<file path="config.mk">
export PLATFORM = sky130hd
export DESIGN_NAME = gf180mcu_osu_sc_12t_aoi_pipe_flat
export DESIGN_NICKNAME = d
export VERILOG_FILES = /design/src/rtl/gf180mcu_osu_sc_12t_aoi_pipe_pkg.sv /design/src/rtl/gf180mcu_osu_sc_12t_aoi_pipe_if.sv /design/src/rtl/gf180mcu_osu_sc_12t_aoi_pipe_sat_cnt.sv /design/src/rtl/gf180mcu_osu_sc_12t_aoi_pipe.sv /design/src/flat_wrapper.sv
export SDC_FILE = /design/constraint.sdc
export NUM_CORES = 1
export LEC_CHECK = 0
export CAP_MARGIN = 20
export CORE_ASPECT_RATIO = 0.5
export CORE_MARGIN = 2
export CORE_UTILIZATION = 35
export DETAILED_ROUTE_END_ITERATION = 12
export GPL_TIMING_DRIVEN = 0
export SYNTH_ARGS = -nofsm -noshare
export SYNTH_HDL_FRONTEND = slang
export SYNTH_SLANG_ARGS = --single-unit
</file>
<file path="constraint.sdc">
create_clock -name clk -period 4.55 [get_ports clk]
set_input_delay 1.365 -clock clk [delete_from_list [all_inputs] [get_ports clk]]
set_output_delay 1.365 -clock clk [all_outputs]
set_load 0.1 [all_outputs]
</file>
<file path="src/rtl/gf180mcu_osu_sc_12t_aoi_pipe_pkg.sv">
// Shared width helpers for the pipelined AOI array and its toggle counters.
package gf180mcu_osu_sc_12t_aoi_pipe_pkg;

  function automatic int term_w(input int ch, input int g);
    return ch * g;
  endfunction

  function automatic int a_w(input int ch, input int g, input int w);
    return ch * g * w;
  endfunction

  // Bit position of input w of group g in channel c.
  function automatic int idx(input int c, input int g, input int w,
                             input int n_g, input int n_w);
    return (c * n_g + g) * n_w + w;
  endfunction

  function automatic longint unsigned cnt_max(input int cnt_w);
    return (64'd1 << cnt_w) - 64'd1;
  endfunction

endpackage

</file>
<file path="src/rtl/gf180mcu_osu_sc_12t_aoi_pipe_if.sv">
// Handshake, operand/result and counter bundle of the AOI pipe.
interface gf180mcu_osu_sc_12t_aoi_pipe_if
  import gf180mcu_osu_sc_12t_aoi_pipe_pkg::*;
#(
  parameter int CH    = 4,
  parameter int G     = 2,
  parameter int W     = 2,
  parameter int CNT_W = 8
);
  logic                   in_valid;
  logic                   in_ready;
  logic [a_w(CH,G,W)-1:0] a;
  logic                   out_valid;
  logic                   out_ready;
  logic [CH-1:0]          y;
  logic                   cnt_clr;
  logic [CH*CNT_W-1:0]    tog_cnt;

  modport master (
    output in_valid, a, out_ready, cnt_clr,
    input  in_ready, out_valid, y, tog_cnt
  );

  modport slave (
    input  in_valid, a, out_ready, cnt_clr,
    output in_ready, out_valid, y, tog_cnt
  );
endinterface

</file>
<file path="src/rtl/gf180mcu_osu_sc_12t_aoi_pipe_sat_cnt.sv">
// Saturating up-counter; clear has priority over increment.
module gf180mcu_osu_sc_12t_aoi_pipe_sat_cnt
  import gf180mcu_osu_sc_12t_aoi_pipe_pkg::*;
#(
  parameter int CNT_W = 8
) (
  input  logic             clk,
  input  logic             rn,
  input  logic             clr,
  input  logic             inc,
  output logic [CNT_W-1:0] q
);
  localparam logic [CNT_W-1:0] MAX_Q = CNT_W'(cnt_max(CNT_W));

  always_ff @(posedge clk) begin
    if (!rn)
      q <= '0;
    else if (clr)
      q <= '0;
    else if (inc && (q != MAX_Q))
      q <= q + CNT_W'(1);
  end
endmodule

</file>
<file path="src/rtl/gf180mcu_osu_sc_12t_aoi_pipe.sv">
// Two-stage registered AND-OR-INVERT array with valid/ready flow control
// and per-channel output toggle counters.
module gf180mcu_osu_sc_12t_aoi_pipe
  import gf180mcu_osu_sc_12t_aoi_pipe_pkg::*;
#(
  parameter int CH    = 4,
  parameter int G     = 2,
  parameter int W     = 2,
  parameter int CNT_W = 8
) (
  input logic                            clk,
  input logic                            rn,
  gf180mcu_osu_sc_12t_aoi_pipe_if.slave  bus
);
  localparam int TERM_W = term_w(CH, G);

  logic [TERM_W-1:0] terms_d;
  logic [TERM_W-1:0] terms_q;
  logic [CH-1:0]     y_d;
  logic [CH-1:0]     y_q;
  logic [CH-1:0]     tog_inc;
  logic              s1_valid;
  logic              out_valid;
  logic              s2_take;
  logic              s2_load;
  logic              in_ready;

  for (genvar c = 0; c < CH; c++) begin : g_ch
    for (genvar g = 0; g < G; g++) begin : g_grp
      assign terms_d[c*G+g] = &bus.a[idx(c, g, 0, G, W) +: W];
    end
    assign y_d[c]     = ~|terms_q[c*G +: G];
    assign tog_inc[c] = s2_load & (y_d[c] ^ y_q[c]);
  end

  // Stage 2 frees up whenever it is empty or being drained this cycle.
  assign s2_take  = ~out_valid | bus.out_ready;
  assign s2_load  = s1_valid & s2_take;
  assign in_ready = ~s1_valid | s2_take;

  always_ff @(posedge clk) begin
    if (!rn) begin
      s1_valid  <= 1'b0;
      terms_q   <= '0;
      out_valid <= 1'b0;
      y_q       <= '1;
    end else begin
      if (in_ready)
        s1_valid <= bus.in_valid;
      if (bus.in_valid && in_ready)
        terms_q <= terms_d;
      if (s2_take)
        out_valid <= s1_valid;
      if (s2_load)
        y_q <= y_d;
    end
  end

  for (genvar c = 0; c < CH; c++) begin : g_cnt
    gf180mcu_osu_sc_12t_aoi_pipe_sat_cnt #(.CNT_W(CNT_W)) u_cnt (
      .clk (clk),
      .rn  (rn),
      .clr (bus.cnt_clr),
      .inc (tog_inc[c]),
      .q   (bus.tog_cnt[c*CNT_W +: CNT_W])
    );
  end

  assign bus.in_ready  = in_ready;
  assign bus.out_valid = out_valid;
  assign bus.y         = y_q;
endmodule

</file>
<file path="src/flat_wrapper.sv">
// flat-port wrapper written by rule: the top's interface ports become plain ports
module gf180mcu_osu_sc_12t_aoi_pipe_flat import gf180mcu_osu_sc_12t_aoi_pipe_pkg::*;
#(
  parameter int CH    = 4,
  parameter int G     = 2,
  parameter int W     = 2,
  parameter int CNT_W = 8
)
  (clk, rn, bus_in_valid, bus_a, bus_out_ready, bus_cnt_clr, bus_in_ready, bus_out_valid, bus_y, bus_tog_cnt);
  gf180mcu_osu_sc_12t_aoi_pipe_if #(.CH(CH), .G(G), .W(W), .CNT_W(CNT_W)) bus_i ();
  input logic clk;
  input logic rn;
  input wire logic [$bits(bus_i.in_valid)-1:0] bus_in_valid;
  input wire logic [$bits(bus_i.a)-1:0] bus_a;
  input wire logic [$bits(bus_i.out_ready)-1:0] bus_out_ready;
  input wire logic [$bits(bus_i.cnt_clr)-1:0] bus_cnt_clr;
  output wire logic [$bits(bus_i.in_ready)-1:0] bus_in_ready;
  output wire logic [$bits(bus_i.out_valid)-1:0] bus_out_valid;
  output wire logic [$bits(bus_i.y)-1:0] bus_y;
  output wire logic [$bits(bus_i.tog_cnt)-1:0] bus_tog_cnt;
  assign bus_i.in_valid = bus_in_valid;
  assign bus_i.a = bus_a;
  assign bus_i.out_ready = bus_out_ready;
  assign bus_i.cnt_clr = bus_cnt_clr;
  assign bus_in_ready = bus_i.in_ready;
  assign bus_out_valid = bus_i.out_valid;
  assign bus_y = bus_i.y;
  assign bus_tog_cnt = bus_i.tog_cnt;
  gf180mcu_osu_sc_12t_aoi_pipe #(.CH(CH), .G(G), .W(W), .CNT_W(CNT_W)) u_core (.clk(clk), .rn(rn), .bus(bus_i));
endmodule
</file>
==> flow_metrics.py, run 1 <==
metrics = {
    "setup_path": {
        "rrSetupSlack_ns": 2.67,
        "r2r-start": "u_core.s1_valid",
        "rr_worst_depth": 5,
        "timing.rr.end": "u_core.g_cnt[1].u_cnt.q[4]",
        "critPathKind": "in -> out",
        "crit_fanout": 3,
        "endpoint": "bus_in_ready",
        "arrival_ns": 2.75,
        "startpoint": "bus_out_ready",
        "cp-end-kind": "output port",
        "start_kind": "primary input",
        "crit_required_ns": 3.18,
    },
    "synthesis": {
        "ys_top_cells_by_area": "dfxtp_1 41%, nand2_1 6.4%, nand3_1 4.9%",
        "postSynth.asyncResetShare_pct": 0,
        "synth_top_area_share_pct": 41.3,
        "synth.distinct_cells": 38,
        "yosysSeqAreaShare_pct": 41.3,
        "synth-edff-count": 0,
        "synth_top_flop_cell": "dfxtp_1",
        "yosys_warnings": 0,
        "yosysTopAreaCell": "dfxtp_1",
        "synth_nets": 290,
        "synth_cells": 265,
        "synth_area_per_cell_um2": 8.42,
        "netlist_area_mm2": 0.00223,
        "synth_seq_cells": 46,
    },
    "clock_tree": {
        "cts_sinks": 46,
        "cts_hold_buf": 0,
        "cts_resized": 0,
        "cts_root_buf": "clkbuf_16",
        "cts_setup_buffers": 0,
        "cts_buffers": 5,
        "cts_max_level": 2,
        "cts_buffer_depth": 2,
        "cts_tree": "yes",
        "clk_pin_slew_ns": 0.06,
        "clk-insertion-delay-late_ns": 0.28,
    },
    "timing": {
        "setup_viol_count_final": 0,
        "finalMaxSlewViolations": 0,
        "rsz0062_at_grt": "false",
        "slew_headroom_pct": 34.7,
        "fmax_mhz": 243,
        "worst_pin_slew_ns": 0.977,
        "fin_tns_setup_ns": 0,
        "fin_crit_sh_pct": 90.4,
        "skew_ns": 0.00409,
        "finalHoldViolCount": 0,
        "min_period_ns": 4.11,
    },
    "routing": {
        "drc_errors": 0,
        "wl_per_cell_um": 13.2,
        "dr.pass1.iters": 4,
        "drtIter0Drc": 161,
        "routed_via_density": 5.37,
        "wirelength_mm": 5.55,
        "drtAntennaViolNets": 0,
        "num_vias": 2251,
    },
    "floorplan": {
        "die_h_um": 60.5,
        "core_area_mm2": 0.00611,
        "rows": 20,
        "ioPinCount": 59,
        "floorplan.initialDensity_pct": 36.5,
        "die_x_um": 117,
        "dieArea_mm2": 0.00707,
    },
    "layout": {
        "design_area_mm2": 0.00309,
        "syn_to_final_growth_pct": 38.5,
        "drive_gt1_share_pct": 3.32,
        "fillerInstances": 599,
        "diodes": 0,
        "finalNetCount": 355,
    },
    "placement": {
        "post_dp_cell_area_mm2": 0.00292,
        "place.gp.congestion": 0.877,
        "dp.final_hpwl_mm": 4.16,
        "io_buffers": 58,
    },
    "grt": {
        "grt_max_degree": 14,
        "grt_pass1_wl_mm": 9.05,
        "track_usage_pct": 16.4,
        "grt_pass1_vias": 1958,
        "antenna_found_initial": 0,
        "grt-ovfl-total": 0,
    },
    "power": {
        "power_density_mw_per_mm2": 293,
        "p_leak_uw": 0.000965,
        "ir_drop_uv": 140,
    },
    "job": {
        "drv_cap": 0,
    },
    "run_status": {
        "outcome": "finished, final reports clean",
    },
    "hold_path": {
        "hold_path.class": "reg -> reg",
    },
}
-- layout by cell type, fill, tap and decap left out, types with 6 or more instances in the layout --
| cell | instances |
|---|---|
| clkbuf_1 | 7 |
| clkdlybuf4s50_1 | 57 |
| o21ai_0 | 9 |
| nor3_1 | 17 |
| nand2_1 | 38 |
| a211oi_1 | 6 |
| a21boi_0 | 10 |
| o311ai_0 | 6 |
| inv_1 | 6 |
| dfxtp_1 | 46 |
| o31ai_1 | 8 |
| o211ai_1 | 8 |
| a21oi_1 | 16 |
| nand3_1 | 22 |
| nor2_1 | 7 |
-- worst max-delay path, stage by stage --
cell and delay [ns]:
clkdlybuf4s50_1 0.49, nand3b_1 0.14, dlymetal6s2s_1 0.75
-- worst min-delay path by stage --
stage                      start           endpoint  depth (start not counted)
6_report       u_core.terms_q[1]  u_core.terms_q[1]                          2
5_1_grt        u_core.terms_q[1]  u_core.terms_q[1]                          2
4_1_cts        u_core.terms_q[4]  u_core.terms_q[4]                          2
3_5_place_dp   u_core.terms_q[4]  u_core.terms_q[4]                          2
3_3_place_gp   u_core.terms_q[7]  u_core.terms_q[7]                          2
2_1_floorplan  u_core.terms_q[0]  u_core.terms_q[0]                          2
-- kinds of logic (layout without fill, tap and decap cells) --
kind of cell | count (synthesis) | after routing | synth area share [%]
AO/OA/AOI/OAI | 77 | 77 | 24.3
adder cells (fa/ha/maj) | 4 | 4 | 2.24
buffers and inverters | 13 | 79 | 2.19
flip-flops | 46 | 46 | 41.3
multiplexers | 3 | 3 | 1.35
AND/OR/NAND/NOR | 122 | 122 | 28.7
-- area by class of cell --
class / instances / area, um2 / share of cell area [%]
Multi-Input combinational cell: 206 / 1260 / 40.8
Sequential cell: 46 / 921 / 29.8
Timing Repair Buffer: 58 / 583 / 18.9
Clock buffer: 8 / 166 / 5.38
Tap cell: 88 / 110 / 3.56
Buffer: 7 / 26.3 / 0.850
Inverter: 6 / 22.5 / 0.729
-- metal layers --
metal / up-vias / part of all wire, % / GRT usage (%)
li1: 1154 / - / -
met1: 1038 / 50 / 22.8
met2: 55 / 43 / 25.9
met3: 4 / 5.8 / 3.80
met4: 0 / 0.67 / 4.37
met5: - / 0 / 0
-- registers in the layout (all words and copies together) (netlist names) --
| name | count |
|---|---|
| u_core.bus.out_valid | 1 |
| u_core.bus.y | 4 |
| u_core.s1_valid | 1 |
| u_core.g_cnt.u_cnt.q | 32 |
| u_core.terms_q | 8 |
-- where the power goes --
part	leakage (uW)	total, uW	internal (uW)	switching [uW]
registers	0.000373	416	410	6.25
clock network	0.0000832	396	249	147
logic	0.000509	94.2	34.0	60.2
total	0.000965	906	692	213
-- metrics by stage --
step | hold WS (ns) | worst slack (ns) | instances | util (%) | power (uW)
floorplan | 0.457 | 0.997 | 265 | - | 482
global placement | 0.478 | 0.0384 | 411 | 47.8 | 518
detailed placement | 0.484 | 0.0484 | 411 | 47.8 | 519
CTS | 0.492 | 0.0305 | 419 | 50.6 | 917
global route | 0.518 | 0.393 | 419 | 50.6 | 945
finish | 0.492 | 0.435 | 419 | 50.6 | 906
-- Yosys cell counts (4+ instances only) --
cell type and instances:
a211oi_1 6, a21boi_0 10, a21oi_1 16, clkbuf_1 7, dfxtp_1 46, ha_1 4, inv_1 6, nand2_1 38
nand3_1 22, nand4_1 5, nor2_1 7, nor3_1 17, nor3b_1 4, o211ai_1 8, o21ai_0 9, o311ai_0 6
o31ai_1 8, or3_1 5, or4_1 5
(Power assumes the default switching activity.)
==> inputs of run 2 (changes only) <==
--- a/config.mk
+++ b/config.mk
@@ -10,7 +10,6 @@
 export CORE_MARGIN = 2
 export CORE_UTILIZATION = 35
 export DETAILED_ROUTE_END_ITERATION = 12
-export GPL_TIMING_DRIVEN = 0
 export SYNTH_ARGS = -nofsm -noshare
 export SYNTH_HDL_FRONTEND = slang
 export SYNTH_SLANG_ARGS = --single-unit
==> run 2 against run 1 <==
Effect of this change:
- sequential share of layout area rose by 0.15 points
- global-route usage is 0.37 points lower
- setup slack gained 0.49 ns
- hold slack got worse by 0.0011 ns
- sequential power about the same
- die area unchanged
- first-iteration DRC count down 52%
- via count shrank 0.58%
- total power fell by 3.4%
- largest power group unchanged
- sequential cell count unchanged
==> flow_metrics.py, run 2 (same netlist as run 1, synthesis figures left out) <==
metrics = {
    "setup_path": {
        "critPathKind": "in -> out",
        "startpoint": "bus_out_ready",
        "crit_required_ns": 3.18,
        "slowest_stage": "clkdlybuf4s50_1",
        "cp-end-kind": "output port",
        "start_kind": "primary input",
        "crit_fanout": 3,
        "timing.rr.end": "u_core.g_cnt[1].u_cnt.q[4]",
        "worstPathCellList": "clkdlybuf4s50_1 -> nand3b_1 -> buf_12",
        "endpoint": "bus_in_ready",
        "rr_worst_depth": 4,
        "rrSetupSlack_ns": 2.68,
        "r2r-start": "u_core.terms_q[2]",
        "cp_slowest_stage_delay_ns": 0.43,
        "arrival_ns": 2.26,
    },
    "timing": {
        "rsz0062_at_grt": "false",
        "fmax_mhz": 276,
        "worst_pin_slew_ns": 0.977,
        "fin_tns_setup_ns": 0,
        "setup_viol_count_final": 0,
        "finalHoldViolCount": 0,
        "fin_crit_sh_pct": 79.7,
        "skew_ns": 0.00575,
        "min_period_ns": 3.62,
        "slew_headroom_pct": 34.6,
        "finalMaxSlewViolations": 0,
        "worst_slack_ns": 0.926,
    },
    "placement": {
        "dp.final_hpwl_mm": 4.09,
        "post_dp_cell_area_mm2": 0.00293,
        "placedCellCount": 407,
        "place.gp.congestion": 0.851,
        "io_buffers": 58,
        "dp_slack_ns": 0.916,
    },
    "clock_tree": {
        "cts_buffers": 5,
        "cts_max_level": 2,
        "cts_root_buf": "clkbuf_16",
        "cts_tree": "yes",
        "cts_hold_buf": 0,
        "cts_sinks": 46,
        "clk_pin_slew_ns": 0.06,
        "cts_setup_buffers": 0,
        "cts_buffer_depth": 2,
        "cts_resized": 0,
        "clk-insertion-delay-late_ns": 0.28,
    },
    "layout": {
        "regMostFlops": "u_core.g_cnt.u_cnt.q",
        "drive_gt1_share_pct": 4.28,
        "design_area_mm2": 0.00308,
        "fillerInstances": 611,
        "syn_to_final_growth_pct": 37.9,
        "diodes": 0,
        "finalNetCount": 351,
        "stdcell_count": 415,
        "mostFrequentLayoutCell": "clkdlybuf4s50_1",
        "largest_reg_flops": 32,
        "final_cell_mix": "57 x clkdlybuf4s50_1, 46 x dfxtp_1, 38 x nand2_1",
        "utilization_pct": 50.4,
    },
    "power": {
        "pwr-share-seq_pct": 47.6,
        "swShare_pct": 24.3,
        "pwr-share-comb_pct": 10.7,
        "clockPowerShare_pct": 41.7,
        "internal_power_uw": 662,
        "p_sw_uw": 213,
        "ir_drop_uv": 172,
        "power_density_mw_per_mm2": 285,
        "p_leak_uw": 0.000968,
    },
    "floorplan": {
        "floorplan.initialDensity_pct": 36.5,
        "ioPinCount": 59,
        "die_h_um": 60.5,
        "dieArea_mm2": 0.00707,
        "core_area_mm2": 0.00611,
        "die_x_um": 117,
        "rows": 20,
    },
    "grt": {
        "grt_max_degree": 17,
        "antenna_found_initial": 0,
        "track_usage_pct": 16.0,
        "grt-ovfl-total": 0,
        "grt_pass1_vias": 1950,
        "grt_pass1_wl_mm": 8.96,
    },
    "routing": {
        "drtIter0Drc": 77,
        "drc_errors": 0,
        "routed_via_density": 5.39,
        "dr.pass1.iters": 4,
        "wirelength_mm": 5.48,
        "drtAntennaViolNets": 0,
        "num_vias": 2238,
        "wl_per_cell_um": 13.2,
    },
    "hold_path": {
        "hold_path.class": "reg -> reg",
        "hp-start": "u_core.terms_q[3]",
    },
    "run_status": {
        "outcome": "finished, final reports clean",
    },
    "job": {
        "drv_cap": 0,
    },
}
-- run 2: cell types whose count changed in the layout (fill, tap and decap cells not counted) --
cell / before / now
clkbuf_1: 7 / 1
buf_4: 0 / 3
clkbuf_8: 3 / 1
buf_12: 0 / 1
clkinv_2: 0 / 1
dlymetal6s2s_1: 1 / 0
-- run 2: critical path: cells and delay by family --
kind / cells / cell delay [ns]
AND/OR/NAND/NOR: 1 / 0.25
buffers and inverters: 2 / 0.65
-- run 2: worst min-delay path by stage --
| stage | end | depth (start not counted) |
|---|---|---|
| 2_1_floorplan | u_core.terms_q[0] | 2 |
| 3_3_place_gp | u_core.terms_q[3] | 2 |
| 3_5_place_dp | u_core.terms_q[3] | 2 |
| 4_1_cts | u_core.terms_q[3] | 2 |
| 5_1_grt | u_core.terms_q[5] | 2 |
| 6_report | u_core.terms_q[3] | 2 |
-- run 2: power by group through the flow --
stage | clock [uW] | sequential, uW | combinational [uW]
3_5_place_dp | 0 | 426 | 93.5
6_report | 365 | 417 | 93.6
2_1_floorplan | 0 | 450 | 32.5
5_1_grt | 392 | 418 | 101
4_1_cts | 374 | 417 | 94.1
3_3_place_gp | 0 | 426 | 92.4
-- run 2: stage by stage --
stage / power, uW / hold WS [ns]
CTS: 885 / 0.496
floorplan: 482 / 0.457
global placement: 518 / 0.482
detailed placement: 519 / 0.490
global route: 910 / 0.537
finish: 875 / 0.491
-- run 2: cell type report --
| type | instances | area, um2 | share of cell area [%] |
|---|---|---|---|
| multi-input combinational | 206 | 1260 | 41.0 |
| sequential | 46 | 921 | 29.9 |
| tap | 88 | 110 | 3.58 |
| timing repair buffer | 61 | 613 | 19.9 |
| inverter | 6 | 22.5 | 0.732 |
| clock inverter | 1 | 5.00 | 0.163 |
| clock buffer | 7 | 143 | 4.64 |
-- run 2: routing by layer --
metal | share of wire (%) | global-route usage, % | up-vias
met5 | 0 | 0 | -
met4 | 0.55 | 3.03 | 0
met3 | 5.9 | 3.80 | 2
li1 | - | - | 1148
met2 | 43 | 26.3 | 55
met1 | 50 | 22.0 | 1033
